[src/rtl/amba_axi_pkg.sv]
// AXI4 channel bundles shared by initiators in this codebase.
// The request bundle carries AR, R-ready, AW, W and B-ready.
// The response bundle carries AR/AW/W-ready, R and B.
package amba_axi_pkg;

  localparam int ADDR_W = 32;
  localparam int DATA_W = 32;
  localparam int ID_W   = 4;

  localparam logic [1:0] RESP_OKAY   = 2'b00;
  localparam logic [1:0] RESP_SLVERR = 2'b10;
  localparam logic [1:0] BURST_INCR  = 2'b01;

  typedef struct packed {
    logic [ID_W-1:0]   arid;
    logic [ADDR_W-1:0] araddr;
    logic [7:0]        arlen;
    logic [2:0]        arsize;
    logic [1:0]        arburst;
    logic [2:0]        arprot;
    logic              arvalid;
    logic              rready;
    logic [ID_W-1:0]   awid;
    logic [ADDR_W-1:0] awaddr;
    logic [7:0]        awlen;
    logic [2:0]        awsize;
    logic [1:0]        awburst;
    logic [2:0]        awprot;
    logic              awvalid;
    logic [DATA_W-1:0] wdata;
    logic [3:0]        wstrb;
    logic              wlast;
    logic              wvalid;
    logic              bready;
  } s_axi_mosi_t;

  typedef struct packed {
    logic              arready;
    logic [ID_W-1:0]   rid;
    logic [DATA_W-1:0] rdata;
    logic [1:0]        rresp;
    logic              rlast;
    logic              rvalid;
    logic              awready;
    logic              wready;
    logic [ID_W-1:0]   bid;
    logic [1:0]        bresp;
    logic              bvalid;
  } s_axi_miso_t;

endpackage

[src/rtl/axi_custom_master_dma.sv]
// Word-by-word memory copy engine acting as an AXI4 initiator.
// Each word is one single-beat read followed by one single-beat write;
// only one transaction is ever in flight. Any error response ends the
// copy early and leaves the sticky error flag set until the next start.
//
// Handshake rule on every channel: a transfer happens on a rising edge
// where VALID and READY are both high. VALID is a function of state
// registers only (never of READY on the same channel), and once raised
// it stays high with stable payload until the transfer happens.
module axi_custom_master_dma
  import amba_axi_pkg::*;
#(
  parameter logic [ID_W-1:0] AXI_ID      = '0,
  parameter int              MAX_WORDS_W = 16
) (
  input  logic                   clk,
  input  logic                   rst,
  output s_axi_mosi_t            axi_mosi,
  input  s_axi_miso_t            axi_miso,
  input  logic                   start,
  input  logic [31:0]            src_addr,
  input  logic [31:0]            dst_addr,
  input  logic [MAX_WORDS_W-1:0] num_words,
  output logic                   busy,
  output logic                   done,
  output logic                   error,
  output logic [2:0]             dbg_state
);

  typedef enum logic [2:0] {
    ST_IDLE    = 3'd0,
    ST_RD_ADDR = 3'd1,
    ST_RD_DATA = 3'd2,
    ST_WR_REQ  = 3'd3,
    ST_WR_RESP = 3'd4,
    ST_DONE    = 3'd5
  } state_t;

  state_t                 state_q, state_d;
  logic [31:0]            src_q, dst_q, data_q;
  logic [MAX_WORDS_W-1:0] remaining_q;
  logic                   aw_done_q, w_done_q, error_q;

  // Fields the copy engine has no use for (IDs echo ours, every beat is last).
  logic unused_inputs;
  assign unused_inputs = ^{axi_miso.rid, axi_miso.rlast, axi_miso.bid,
                           src_addr[1:0], dst_addr[1:0]};

  assign busy      = (state_q != ST_IDLE);
  assign done      = (state_q == ST_DONE);
  assign error     = error_q;
  assign dbg_state = state_q;

  // State register.
  always_ff @(posedge clk or negedge rst) begin
    if (!rst) state_q <= ST_IDLE;
    else      state_q <= state_d;
  end

  // Next-state and AXI request outputs; VALIDs come from state and the
  // per-channel done flags only.
  always_comb begin
    state_d          = state_q;
    axi_mosi         = '0;
    axi_mosi.arid    = AXI_ID;
    axi_mosi.araddr  = src_q;
    axi_mosi.arsize  = 3'b010;
    axi_mosi.arburst = BURST_INCR;
    axi_mosi.awid    = AXI_ID;
    axi_mosi.awaddr  = dst_q;
    axi_mosi.awsize  = 3'b010;
    axi_mosi.awburst = BURST_INCR;
    axi_mosi.wdata   = data_q;
    axi_mosi.wstrb   = 4'hF;
    axi_mosi.wlast   = 1'b1;
    case (state_q)
      ST_IDLE: begin
        if (start) state_d = (num_words != '0) ? ST_RD_ADDR : ST_DONE;
      end
      ST_RD_ADDR: begin
        axi_mosi.arvalid = 1'b1;
        if (axi_miso.arready) state_d = ST_RD_DATA;
      end
      ST_RD_DATA: begin
        axi_mosi.rready = 1'b1;
        if (axi_miso.rvalid)
          state_d = (axi_miso.rresp != RESP_OKAY) ? ST_DONE : ST_WR_REQ;
      end
      ST_WR_REQ: begin
        axi_mosi.awvalid = !aw_done_q;
        axi_mosi.wvalid  = !w_done_q;
        if ((aw_done_q || axi_miso.awready) && (w_done_q || axi_miso.wready))
          state_d = ST_WR_RESP;
      end
      ST_WR_RESP: begin
        axi_mosi.bready = 1'b1;
        if (axi_miso.bvalid) begin
          if (axi_miso.bresp != RESP_OKAY)               state_d = ST_DONE;
          else if (remaining_q == MAX_WORDS_W'(1))       state_d = ST_DONE;
          else                                           state_d = ST_RD_ADDR;
        end
      end
      ST_DONE: state_d = ST_IDLE;
      default: state_d = ST_IDLE;
    endcase
  end

  // Copy datapath: addresses, word count, holding register, write-side
  // handshake flags and the sticky error flag.
  always_ff @(posedge clk or negedge rst) begin
    if (!rst) begin
      src_q       <= '0;
      dst_q       <= '0;
      data_q      <= '0;
      remaining_q <= '0;
      aw_done_q   <= 1'b0;
      w_done_q    <= 1'b0;
      error_q     <= 1'b0;
    end else begin
      case (state_q)
        ST_IDLE: begin
          if (start) begin
            src_q       <= {src_addr[31:2], 2'b00};
            dst_q       <= {dst_addr[31:2], 2'b00};
            remaining_q <= num_words;
            error_q     <= 1'b0;
          end
        end
        ST_RD_DATA: begin
          if (axi_miso.rvalid) begin
            data_q <= axi_miso.rdata;
            if (axi_miso.rresp != RESP_OKAY) error_q <= 1'b1;
          end
        end
        ST_WR_REQ: begin
          if (axi_mosi.awvalid && axi_miso.awready) aw_done_q <= 1'b1;
          if (axi_mosi.wvalid && axi_miso.wready)   w_done_q  <= 1'b1;
        end
        ST_WR_RESP: begin
          if (axi_miso.bvalid) begin
            if (axi_miso.bresp != RESP_OKAY) begin
              error_q <= 1'b1;
            end else begin
              // 32-bit adders wrap naturally past the top of the address map.
              src_q       <= src_q + 32'd4;
              dst_q       <= dst_q + 32'd4;
              remaining_q <= remaining_q - MAX_WORDS_W'(1);
            end
          end
        end
        default: ;
      endcase
      if (state_q != ST_WR_REQ) begin
        aw_done_q <= 1'b0;
        w_done_q  <= 1'b0;
      end
    end
  end

endmodule

[config.mk]
export PLATFORM = sky130hd
export DESIGN_NAME = axi_custom_master_dma
export DESIGN_NICKNAME = d
export VERILOG_FILES = /design/src/rtl/amba_axi_pkg.sv /design/src/rtl/axi_custom_master_dma.sv
export SDC_FILE = /design/constraint.sdc
export NUM_CORES = 1
export LEC_CHECK = 0
export CORE_MARGIN = 1
export CORE_UTILIZATION = 45
export CTS_BUF_LIST = sky130_fd_sc_hd__clkbuf_4 sky130_fd_sc_hd__clkbuf_8
export DETAILED_ROUTE_END_ITERATION = 8
export PLACE_DENSITY_LB_ADDON = 0.2
export SLEW_MARGIN = 20
export SYNTH_ARGS = -nofsm -noshare
export SYNTH_HDL_FRONTEND = slang
export SYNTH_SLANG_ARGS = --single-unit
[constraint.sdc]
create_clock -name clk -period 2.45 [get_ports clk]
set_clock_uncertainty 0.2 [all_clocks]
set_input_delay 0.49 -clock clk [delete_from_list [all_inputs] [get_ports clk]]
set_output_delay 0.49 -clock clk [all_outputs]
set_load 0.05 [all_outputs]
==> impl_metrics.ini <==
[placed_design]
pre_cts_slack_ps = -232
dp_hpwl_mm = 14.6
io_buffers = 222
gp_congestion = 0.848

[finish]
syn_to_final_growth_pct = 46.3
postLayoutCoreUtil_pct = 67.9
drive_gt1_share_pct = 14.8
num-fill-cells = 1188
nNetsFinal = 1141
final_common_cell = clkdlybuf4s50_1
multi_input_area_sq_mm = 0.00349
num_antenna_cells = 0
final_cell_mix = clkdlybuf4s50_1, dfrtp_1, a21oi_1
register_area_sq_mm = 0.00285

[die]
initial_core_util_pct = 46.4
coreArea_sq_mm = 0.0146
fp-row-count = 44
fp.dieArea_sq_mm = 0.0155
die_x_um = 125
ioPinCount = 285
die_h_um = 125

[logic_synthesis]
synth_seq_area_share_pct = 42.2
synthMuxAreaShare_pct = 6.66
synth_edf_count = 0
synth-compound-area-share_pct = 21.9
synthXorXnorAreaFrac_pct = 0
yosys_warnings = 0
syn_inst = 761
ys_types = 59
synth-seq-cells = 114
synthAdderAreaFrac_pct = 0.740
netlist_area_sq_mm = 0.00677
synth_top_family_by_area = compound AO/OA/AOI/OAI gates
async_reset_ff_share_pct = 100
syn_area_per_cell_sq_um = 8.89
synthFlopType = dfrtp_1
synthSimpleGateAreaFrac_pct = 18.7

[pwr]
cellInternalPower_mw = 7.18
p_per_area_mw_per_mm2 = 1460
p_switching_mw = 7.23
swShare_pct = 50.2
pwr-share-clk_pct = 14.3
power_frac_seq_pct = 25.9
p_leak_nw = 4.16
power_frac_comb_pct = 59.7
p_total_mw = 14.4
vdd_drop_max_mv = 0.811

[critical_path]
cp_top_family = buffers and inverters
crit_required_ps = 1760
reg2reg_to = src_q[23]
cp_slowest_stage_delay_ps = 830
r2r_setup_slack_ps = 180
critPathKind = reg2out
critPathSlowestCell = clkdlybuf4s50_1
worstReg2RegStart = dbg_state[1]
worst-endpoint-arrival_ps = 1710
cp.buffers_inverters = 1
cp_cell_sequence = clkdlybuf4s50_1
reg2regPathDepth = 6
critPathMaxFanout = 5
endpoint_kind = output port
startpoint_type = flip-flop

[detailed_routing]
top_layer = met4
vias = 6752
first_pass_iters = 7
wl_met3_mm = 1.50
dr_wl_met2_mm = 9.91
via_per_inst = 5.62
routed_wl_mm = 20.4
drt-initial-drc-count = 390
drc = 0
routedWlPerCell_um = 17.0
drtAntennaViolNets = 0
wl_met1_mm = 8.49

[flow_run]
cap_violations = 0

[global_routing]
grt_pass1_wl_mm = 33.1
antenna_found_initial = 0
grt_overflow = 0
grt_pass1_vias = 6540
track_usage_pct = 26.6
grt_max_degree = 63

[timing]
setup_viol = 0
hold_violations = 0
slew_headroom_pct = 62.5
fin_crit_sh_pct = 98.0
timing.fmax_mhz = 417
rsz0062_at_grt = no
drv_slew = 0
finalSetupTns_ps = 0
setup_ws_ps = 49.4
max_slew.worst_pin.slew_ps = 561
finalHoldWorstSlack_ps = 250
finalWorstPathRequiredPeriod_ps = 2400

[run_status]
outcome = completed

[min_path]
hp-class = in2async

[clock_network]
htreeDepth = 4
path_clk_slew_ps = 70
cts-root-buf = clkbuf_8
cts_tree = built
cts_sinks = 114
clock_latency_ps = 450
cts_buffers = 17
cts_buffer_depth = 2
cells by family after synthesis:
family	count (synthesis)
buffers and inverters	111
muxes	41
and+or+nand+nor	253
AOI/OAI and AO/OA	236
adders and majority gates	4
DFF	114
other	2
per-stage QoR:
step	cell area (sq um)	cells
2_1_floorplan	6960	808
3_3_place_gp	9340	1164
3_5_place_dp	9340	1164
4_1_cts	9830	1199
5_1_grt	9900	1201
6_report	9900	1201
power groups by stage:
| stage | Clock [mW] | Combinational (mW) | Sequential (mW) |
|---|---|---|---|
| after floorplan | 0 | 3.06 | 6.27 |
| after global placement | 0 | 8.51 | 3.72 |
| after detailed placement | 0 | 8.60 | 3.74 |
| after CTS | 2.09 | 8.61 | 3.72 |
| after global routing | 2.19 | 9.10 | 3.90 |
| final | 2.07 | 8.61 | 3.74 |
cell usage after synthesis, drive strengths merged, types with 17 or more instances:
master / instances / area (sq um)
nor4: 17 / 119
dfrtp: 114 / 2850
nand2: 52 / 195
buf: 76 / 522
nand3: 36 / 180
a21oi: 76 / 384
nor3: 22 / 110
o21ai: 60 / 312
nand4: 17 / 106
mux2: 32 / 360
clkbuf: 25 / 95.1
nor2: 64 / 240
o22ai: 17 / 106
routing by layer:
| metal | vias up | GRT usage, % |
|---|---|---|
| li1 | 3208 | - |
| met1 | 3234 | 33.0 |
| met2 | 274 | 43.7 |
| met3 | 36 | 7.04 |
| met4 | 0 | 11.6 |
| met5 | - | 0 |
flip-flops by register name (all words and copies together), names as in the netlist:
signal and flops:
aw_done_q 1, data_q 32, dbg_state 3, dst_q 30, error 1, remaining_q 16, src_q 30, w_done_q 1
timing repair:
item	CTS	global route
endpoints found under the setup margin	17	24
pin swaps	0	2
gates resized for setup	21	20
hold buffers	1	0
setup buffers	2	2
hold endpoints to repair	26	0
final cells by class:
type                    instances  share of cell area [%]
well taps                     184                    2.32
inverters                      10                   0.493
clock buffers                  21                    2.79
flip-flops and latches        114                    28.8
clock inverters                11                    1.84
multi-input cells             583                    35.2
repair buffers                278                    28.5
worst max-delay path by stage:
| stage | startpoint | end | slack, ps | cells after the start |
|---|---|---|---|---|
| floorplan | dbg_state[0] | axi_mosi[1] | -260 | 4 |
| global placement | axi_miso[0] | src_q[31] | -220 | 7 |
| detailed placement | axi_miso[0] | src_q[31] | -230 | 7 |
| CTS | dbg_state[2] | axi_mosi[39] | 6 | 5 |
| global route | dst_q[6] | axi_mosi[62] | 0.3 | 1 |
| finish | dst_q[6] | axi_mosi[62] | 50 | 1 |
Power figures use the tool's default switching activity.
